### src/rtl/sram_byte_sequencer.sv
// rtl/sram_byte_sequencer.sv - picorv32 32-bit bus to 8-bit OpenRAM macro byte sequencer (optional SRAM_RANGE_CHK_EN)
module sram_byte_sequencer #(
  parameter int ADDR_W = 10,
  parameter int RD_LAT = 1
) (
  input  logic              clk,
  input  logic              rst,
  input  logic              mem_valid,
  input  logic [31:0]       mem_addr,
  input  logic [31:0]       mem_wdata,
  input  logic [3:0]        mem_wstrb,
  output logic [31:0]       mem_rdata,
  output logic              mem_ready,
  output logic              sram_csb0,
  output logic              sram_web0,
  output logic [ADDR_W-1:0] sram_addr0,
  output logic [7:0]        sram_din0,
  input  logic [7:0]        sram_dout0,
`ifdef SRAM_RANGE_CHK_EN
  output logic              range_err,
`endif
  output logic              busy
);

  localparam logic [2:0] S_IDLE    = 3'd0;
  localparam logic [2:0] S_RD      = 3'd1;
  localparam logic [2:0] S_RD_TAIL = 3'd2;
  localparam logic [2:0] S_WR      = 3'd3;
  localparam logic [2:0] S_DONE    = 3'd4;

  logic [2:0]        state_q, state_d;
  logic [1:0]        lane_q, lane_d;
  logic [1:0]        tail_q, tail_d;
  logic              accept;
  logic              addr_oor;

  logic [ADDR_W-3:0] addr_q;
  logic [31:0]       wdata_q;
  logic [3:0]        wstrb_q;
  logic              is_rd_q;
  logic              oor_q;

  logic [31:0]       rd_acc;
  logic [31:0]       asm_next;
  logic [7:0]        wr_byte;

  // read-issue tracking: stage 0 lines up with the cycle csb0 is low for a read
  logic              pv [0:RD_LAT];
  logic [1:0]        pl [0:RD_LAT];

  // word-alignment bits are never used; upper bits only matter with range checking
  logic              unused_addr_bits;
  assign unused_addr_bits = ^{mem_addr[31:ADDR_W], mem_addr[1:0]};

`ifdef SRAM_RANGE_CHK_EN
  assign addr_oor = |mem_addr[31:ADDR_W];
`else
  assign addr_oor = 1'b0;
`endif

  // next-state, lane and tail counters
  always_comb begin
    state_d = state_q;
    lane_d  = lane_q;
    tail_d  = tail_q;
    accept  = 1'b0;
    case (state_q)
      S_IDLE: begin
        lane_d = 2'd0;
        tail_d = 2'd0;
        if (mem_valid && !mem_ready) begin
          accept = 1'b1;
          if (addr_oor)
            state_d = S_DONE;
          else if (mem_wstrb == 4'b0000)
            state_d = S_RD;
          else
            state_d = S_WR;
        end
      end
      S_RD: begin
        if (lane_q == 2'd3) begin
          state_d = S_RD_TAIL;
          tail_d  = 2'd0;
        end else begin
          lane_d = lane_q + 2'd1;
        end
      end
      S_RD_TAIL: begin
        if (tail_q == 2'(RD_LAT - 1))
          state_d = S_DONE;
        else
          tail_d = tail_q + 2'd1;
      end
      S_WR: begin
        if (lane_q == 2'd3)
          state_d = S_DONE;
        else
          lane_d = lane_q + 2'd1;
      end
      S_DONE: begin
        state_d = S_IDLE;
      end
      default: begin
        state_d = S_IDLE;
      end
    endcase
  end

  // state register plus registered busy flag
  always_ff @(posedge clk or posedge rst) begin
    if (rst) begin
      state_q <= S_IDLE;
      lane_q  <= 2'd0;
      tail_q  <= 2'd0;
      busy    <= 1'b0;
    end else begin
      state_q <= state_d;
      lane_q  <= lane_d;
      tail_q  <= tail_d;
      busy    <= (state_d != S_IDLE);
    end
  end

  // request latch; contents frozen until the next acceptance
  always_ff @(posedge clk or posedge rst) begin
    if (rst) begin
      addr_q  <= '0;
      wdata_q <= '0;
      wstrb_q <= '0;
      is_rd_q <= 1'b0;
      oor_q   <= 1'b0;
    end else if (accept) begin
      addr_q  <= mem_addr[ADDR_W-1:2];
      wdata_q <= mem_wdata;
      wstrb_q <= mem_wstrb;
      is_rd_q <= (mem_wstrb == 4'b0000);
      oor_q   <= addr_oor;
    end
  end

  // delay line marking when each issued read byte appears on dout0
  always_ff @(posedge clk or posedge rst) begin
    if (rst) begin
      for (int i = 0; i <= RD_LAT; i++) begin
        pv[i] <= 1'b0;
        pl[i] <= 2'd0;
      end
    end else begin
      pv[0] <= (state_q == S_RD);
      pl[0] <= lane_q;
      for (int i = 1; i <= RD_LAT; i++) begin
        pv[i] <= pv[i-1];
        pl[i] <= pl[i-1];
      end
    end
  end

  // merge the byte arriving this cycle into the partially assembled word
  always_comb begin
    asm_next = rd_acc;
    if (pv[RD_LAT]) begin
      case (pl[RD_LAT])
        2'd0:    asm_next[7:0]   = sram_dout0;
        2'd1:    asm_next[15:8]  = sram_dout0;
        2'd2:    asm_next[23:16] = sram_dout0;
        default: asm_next[31:24] = sram_dout0;
      endcase
    end
  end

  // read assembly register, cleared at the start of every transaction
  always_ff @(posedge clk or posedge rst) begin
    if (rst)
      rd_acc <= '0;
    else if (accept)
      rd_acc <= '0;
    else
      rd_acc <= asm_next;
  end

  // write byte for the current lane
  always_comb begin
    wr_byte = 8'h00;
    case (lane_q)
      2'd0:    wr_byte = wdata_q[7:0];
      2'd1:    wr_byte = wdata_q[15:8];
      2'd2:    wr_byte = wdata_q[23:16];
      default: wr_byte = wdata_q[31:24];
    endcase
  end

  // registered macro pins and bus response, decoded from the current state
  always_ff @(posedge clk or posedge rst) begin
    if (rst) begin
      mem_ready  <= 1'b0;
      mem_rdata  <= '0;
      sram_csb0  <= 1'b1;
      sram_web0  <= 1'b1;
      sram_addr0 <= '0;
      sram_din0  <= '0;
`ifdef SRAM_RANGE_CHK_EN
      range_err  <= 1'b0;
`endif
    end else begin
      mem_ready <= 1'b0;
      mem_rdata <= '0;
      sram_csb0 <= 1'b1;
      sram_web0 <= 1'b1;
`ifdef SRAM_RANGE_CHK_EN
      range_err <= 1'b0;
`endif
      case (state_q)
        S_RD: begin
          sram_csb0  <= 1'b0;
          sram_addr0 <= {addr_q, lane_q};
        end
        S_WR: begin
          sram_csb0  <= !wstrb_q[lane_q];
          sram_web0  <= 1'b0;
          sram_addr0 <= {addr_q, lane_q};
          sram_din0  <= wr_byte;
        end
        S_DONE: begin
          mem_ready <= 1'b1;
          mem_rdata <= (is_rd_q && !oor_q) ? asm_next : 32'h0;
`ifdef SRAM_RANGE_CHK_EN
          range_err <= oor_q;
`endif
        end
        default: begin
        end
      endcase
    end
  end

endmodule

### config.mk
export PLATFORM = sky130hd
export DESIGN_NAME = sram_byte_sequencer
export DESIGN_NICKNAME = d
export VERILOG_FILES = /design/src/rtl/sram_byte_sequencer.sv
export SDC_FILE = /design/constraint.sdc
export NUM_CORES = 1
export LEC_CHECK = 0
export CORE_UTILIZATION = 54
export CTS_BUF_LIST = sky130_fd_sc_hd__clkbuf_16
export CTS_CLUSTER_DIAMETER = 60
export CTS_CLUSTER_SIZE = 12
export DETAILED_ROUTE_END_ITERATION = 7
export GPL_ROUTABILITY_DRIVEN = 0
export PLACE_DENSITY_LB_ADDON = 0.08
export SLEW_MARGIN = 20
export SYNTH_ARGS = -nofsm -noshare
export SYNTH_HDL_FRONTEND = slang
export SYNTH_SLANG_ARGS = --single-unit
### constraint.sdc
create_clock -name clk -period 8.8 [get_ports clk]
set_input_delay 0.88 -clock clk [delete_from_list [all_inputs] [get_ports clk]]
set_output_delay 0.88 -clock clk [all_outputs]
set_load 0.01 [all_outputs]
==> flow_summary.toml <==
[finish]
synthToLayoutAreaGrowth_pct = 28.8
drive_gt1_frac = 0.190
final_nets = 602
nFillCells = 734
insertedDiodeCount = 0

[clocking]
root_buffer = "clkbuf_16"
cts_tree = "built"
clock-sinks = 144
ctsHtreeMaxLevel = 4
clkTransAtPathRegs_ns = 0.06
cts_inserted_buffers = 17
hold_buffers = 0
cts_buffer_depth = 2
ctsResizeCount = 0
post-cts-setup-buffers = 0
insertion_delay_ns = 0.41

[worst_setup_path]
required_ns = 9.09
timing.rr.end = "wdata_q[5]$_DFFE_PP0P_"
arrival_ns = 2.74
crit_type = "in2reg"
path_max_fanout = 73
cp-start-kind = "primary input"
r2r_slack_ns = 6.56
cp-end-kind = "flop"
worstReg2RegStart = "state_q[2]$_DFF_PP0_"
rr_worst_depth = 3

[timing]
setup_viol = 0
slew_headroom = 0.269
fin_crit_sh = 0.278
clock_skew_ns = 0.00693
hold_violations = 0
rsz0062_at_grt = "no"
slew_violations = 0
fin_crit_ns = 2.45
fmax_mhz = 408
tns_ns = 0
max_slew.worst_pin.slew_ns = 1.10

[drt]
drc = 0
first_iter_violations = 166
routed_wl_microns = 10800
drtPass1Iterations = 4
via_per_inst = 5.18
num_vias = 3452
routedWlPerCell_microns = 16.2
ant_nets = 0

[logic_synthesis]
synth.area.top_cells = "dfrtp_1 62%, mux2_4 9.1%, mux2i_1 5.7%"
yosysTopAreaCell = "dfrtp_1"
yosysUniqueCellTypes = 34
synth-seq-cells = 144
synth_ff_type = "dfrtp_1"
synth_top_area_frac = 0.617
avgSynthCellArea_sq_um = 13.9
postSynthNetCount = 498
yosysMostFrequentCell = "dfrtp_1"
synthCells = 414
yosysWarnings = 0
synth-edff-count = 0
async_flop_share = 1.00
netlist_area_sq_um = 5760
seq_area_frac_synth = 0.626
synthTopCellsByCount = "142 x dfrtp_1, 68 x nor2_1, 35 x mux2_4"

[power]
max-vdd-ir-drop_mv = 0.162
p_per_area_nw_per_um2 = 342
p_leak_nw = 3.50
power_mw = 2.53

[min_path]
holdCritPathClass = "reg2reg"
min_to = "pl[0]$_DFF_PP0_"
whs_path_depth = 0
worstHoldStart = "pl[2]$_DFF_PP0_"

[global_routing]
antenna_found_initial = 0
grt_pass1_vias = 3570
grt_max_degree = 90
grtUsageTotal = 0.218
grt_pass1_wl_microns = 18300
overflow = 0

[floorplanning]
initial_utilization = 0.558
io_pins = 133
design.core.area_sq_um = 10300
row_count = 37
die_h_microns = 105
die_area_sq_um = 11100
chipWidth_microns = 105

[flow_run]
drv_cap = 0

[place]
port_buffers = 108
hpwl_microns = 6810

[status]
status = "finished clean"
sequential cells by signal (all words and copies together), names as in the netlist, 2 cells and up:
| signal | count |
|---|---|
| rd_acc | 32 |
| sram_din0 | 8 |
| pl | 4 |
| pv | 2 |
| lane_q | 2 |
| sram_addr0 | 10 |
| mem_rdata | 32 |
| tail_q | 2 |
| state_q | 3 |
| addr_q | 8 |
| wstrb_q | 4 |
| wdata_q | 32 |
per-stage QoR:
step | utilization | cell area, sq um | setup slack (ns) | hold slack (ns) | instances
final | 0.718 | 7410 | 6.35 | 0.349 | 667
after global routing | 0.718 | 7410 | 6.28 | 0.364 | 667
after CTS | 0.718 | 7410 | 6.35 | 0.351 | 667
after detailed placement | 0.660 | 6820 | 5.91 | 0.336 | 635
after global placement | 0.660 | 6820 | 5.92 | 0.334 | 635
after floorplan | - | 5760 | 4.06 | 0.331 | 414
critical path: stages:
cell,delay [ns]
clkdlybuf4s50_1,0.48
and3_4,0.90
mux2_2,0.42
placed cells by master, fill, tap and decap left out, types with 2 or more instances in the layout:
cell type | synthesis | layout
a21oi_1 | 2 | 2
dfrtp_1 | 142 | 142
bufinv_16 | 0 | 3
clkbuf_16 | 0 | 17
mux2_2 | 26 | 26
ha_1 | 5 | 5
inv_6 | 0 | 4
clkinv_4 | 0 | 2
nand3b_1 | 4 | 4
a222oi_1 | 8 | 8
nand3_1 | 3 | 3
dfstp_2 | 2 | 2
o21ai_0 | 17 | 17
nand2b_1 | 2 | 2
nand2_1 | 11 | 11
mux2i_1 | 33 | 33
clkdlybuf4s50_1 | 0 | 108
mux2_4 | 35 | 35
inv_1 | 15 | 16
nor2_1 | 68 | 68
clkinv_2 | 0 | 3
nor3_1 | 2 | 2
final cells by class:
class                   count  area (sq um)  area share
multi-input cells         230          1880       0.254
inverters                  15          61.3     0.00827
repair buffers            110          1100       0.148
clock inverters            15           168      0.0226
well taps                 136           170      0.0230
clock buffers              17           425      0.0574
flip-flops and latches    144          3610       0.486
worst max-delay path by stage:
stage,slack [ns],startpoint,to
2_1_floorplan,4.06,rst,addr_q[0]$_DFFE_PP0P_
3_3_place_gp,5.92,mem_valid,wdata_q[3]$_DFFE_PP0P_
3_5_place_dp,5.91,mem_valid,wdata_q[4]$_DFFE_PP0P_
4_1_cts,6.35,rst,wdata_q[12]$_DFFE_PP0P_
5_1_grt,6.28,mem_valid,wdata_q[5]$_DFFE_PP0P_
6_report,6.35,mem_valid,wdata_q[5]$_DFFE_PP0P_
routing by layer:
| layer | GRT usage | wire, microns |
|---|---|---|
| met1 | 0.294 | 4850 |
| met2 | 0.339 | 5280 |
| met3 | 0.0458 | 502 |
| met4 | 0.105 | 195 |
| met5 | 0 | 0 |
cell families (layout without fill, tap and decap cells):
kind of cell | after synthesis | count (layout) | share of synthesized area
AOI/OAI and AO/OA | 32 | 32 | 0.0365
xor gates and xnor gates | 1 | 1 | 0.00152
DFF | 144 | 144 | 0.626
adders and majority gates | 5 | 5 | 0.0109
muxes | 95 | 95 | 0.203
buffers and inverters | 40 | 157 | 0.0476
and+or+nand+nor | 97 | 97 | 0.0737
where the power goes:
group / switching (mW) / total (mW) / internal, mW
clock network: 0.273 / 0.717 / 0.444
logic: 0.335 / 0.783 / 0.449
registers: 0.133 / 1.03 / 0.898
Note: power is estimated with default switching activity, not from simulation.
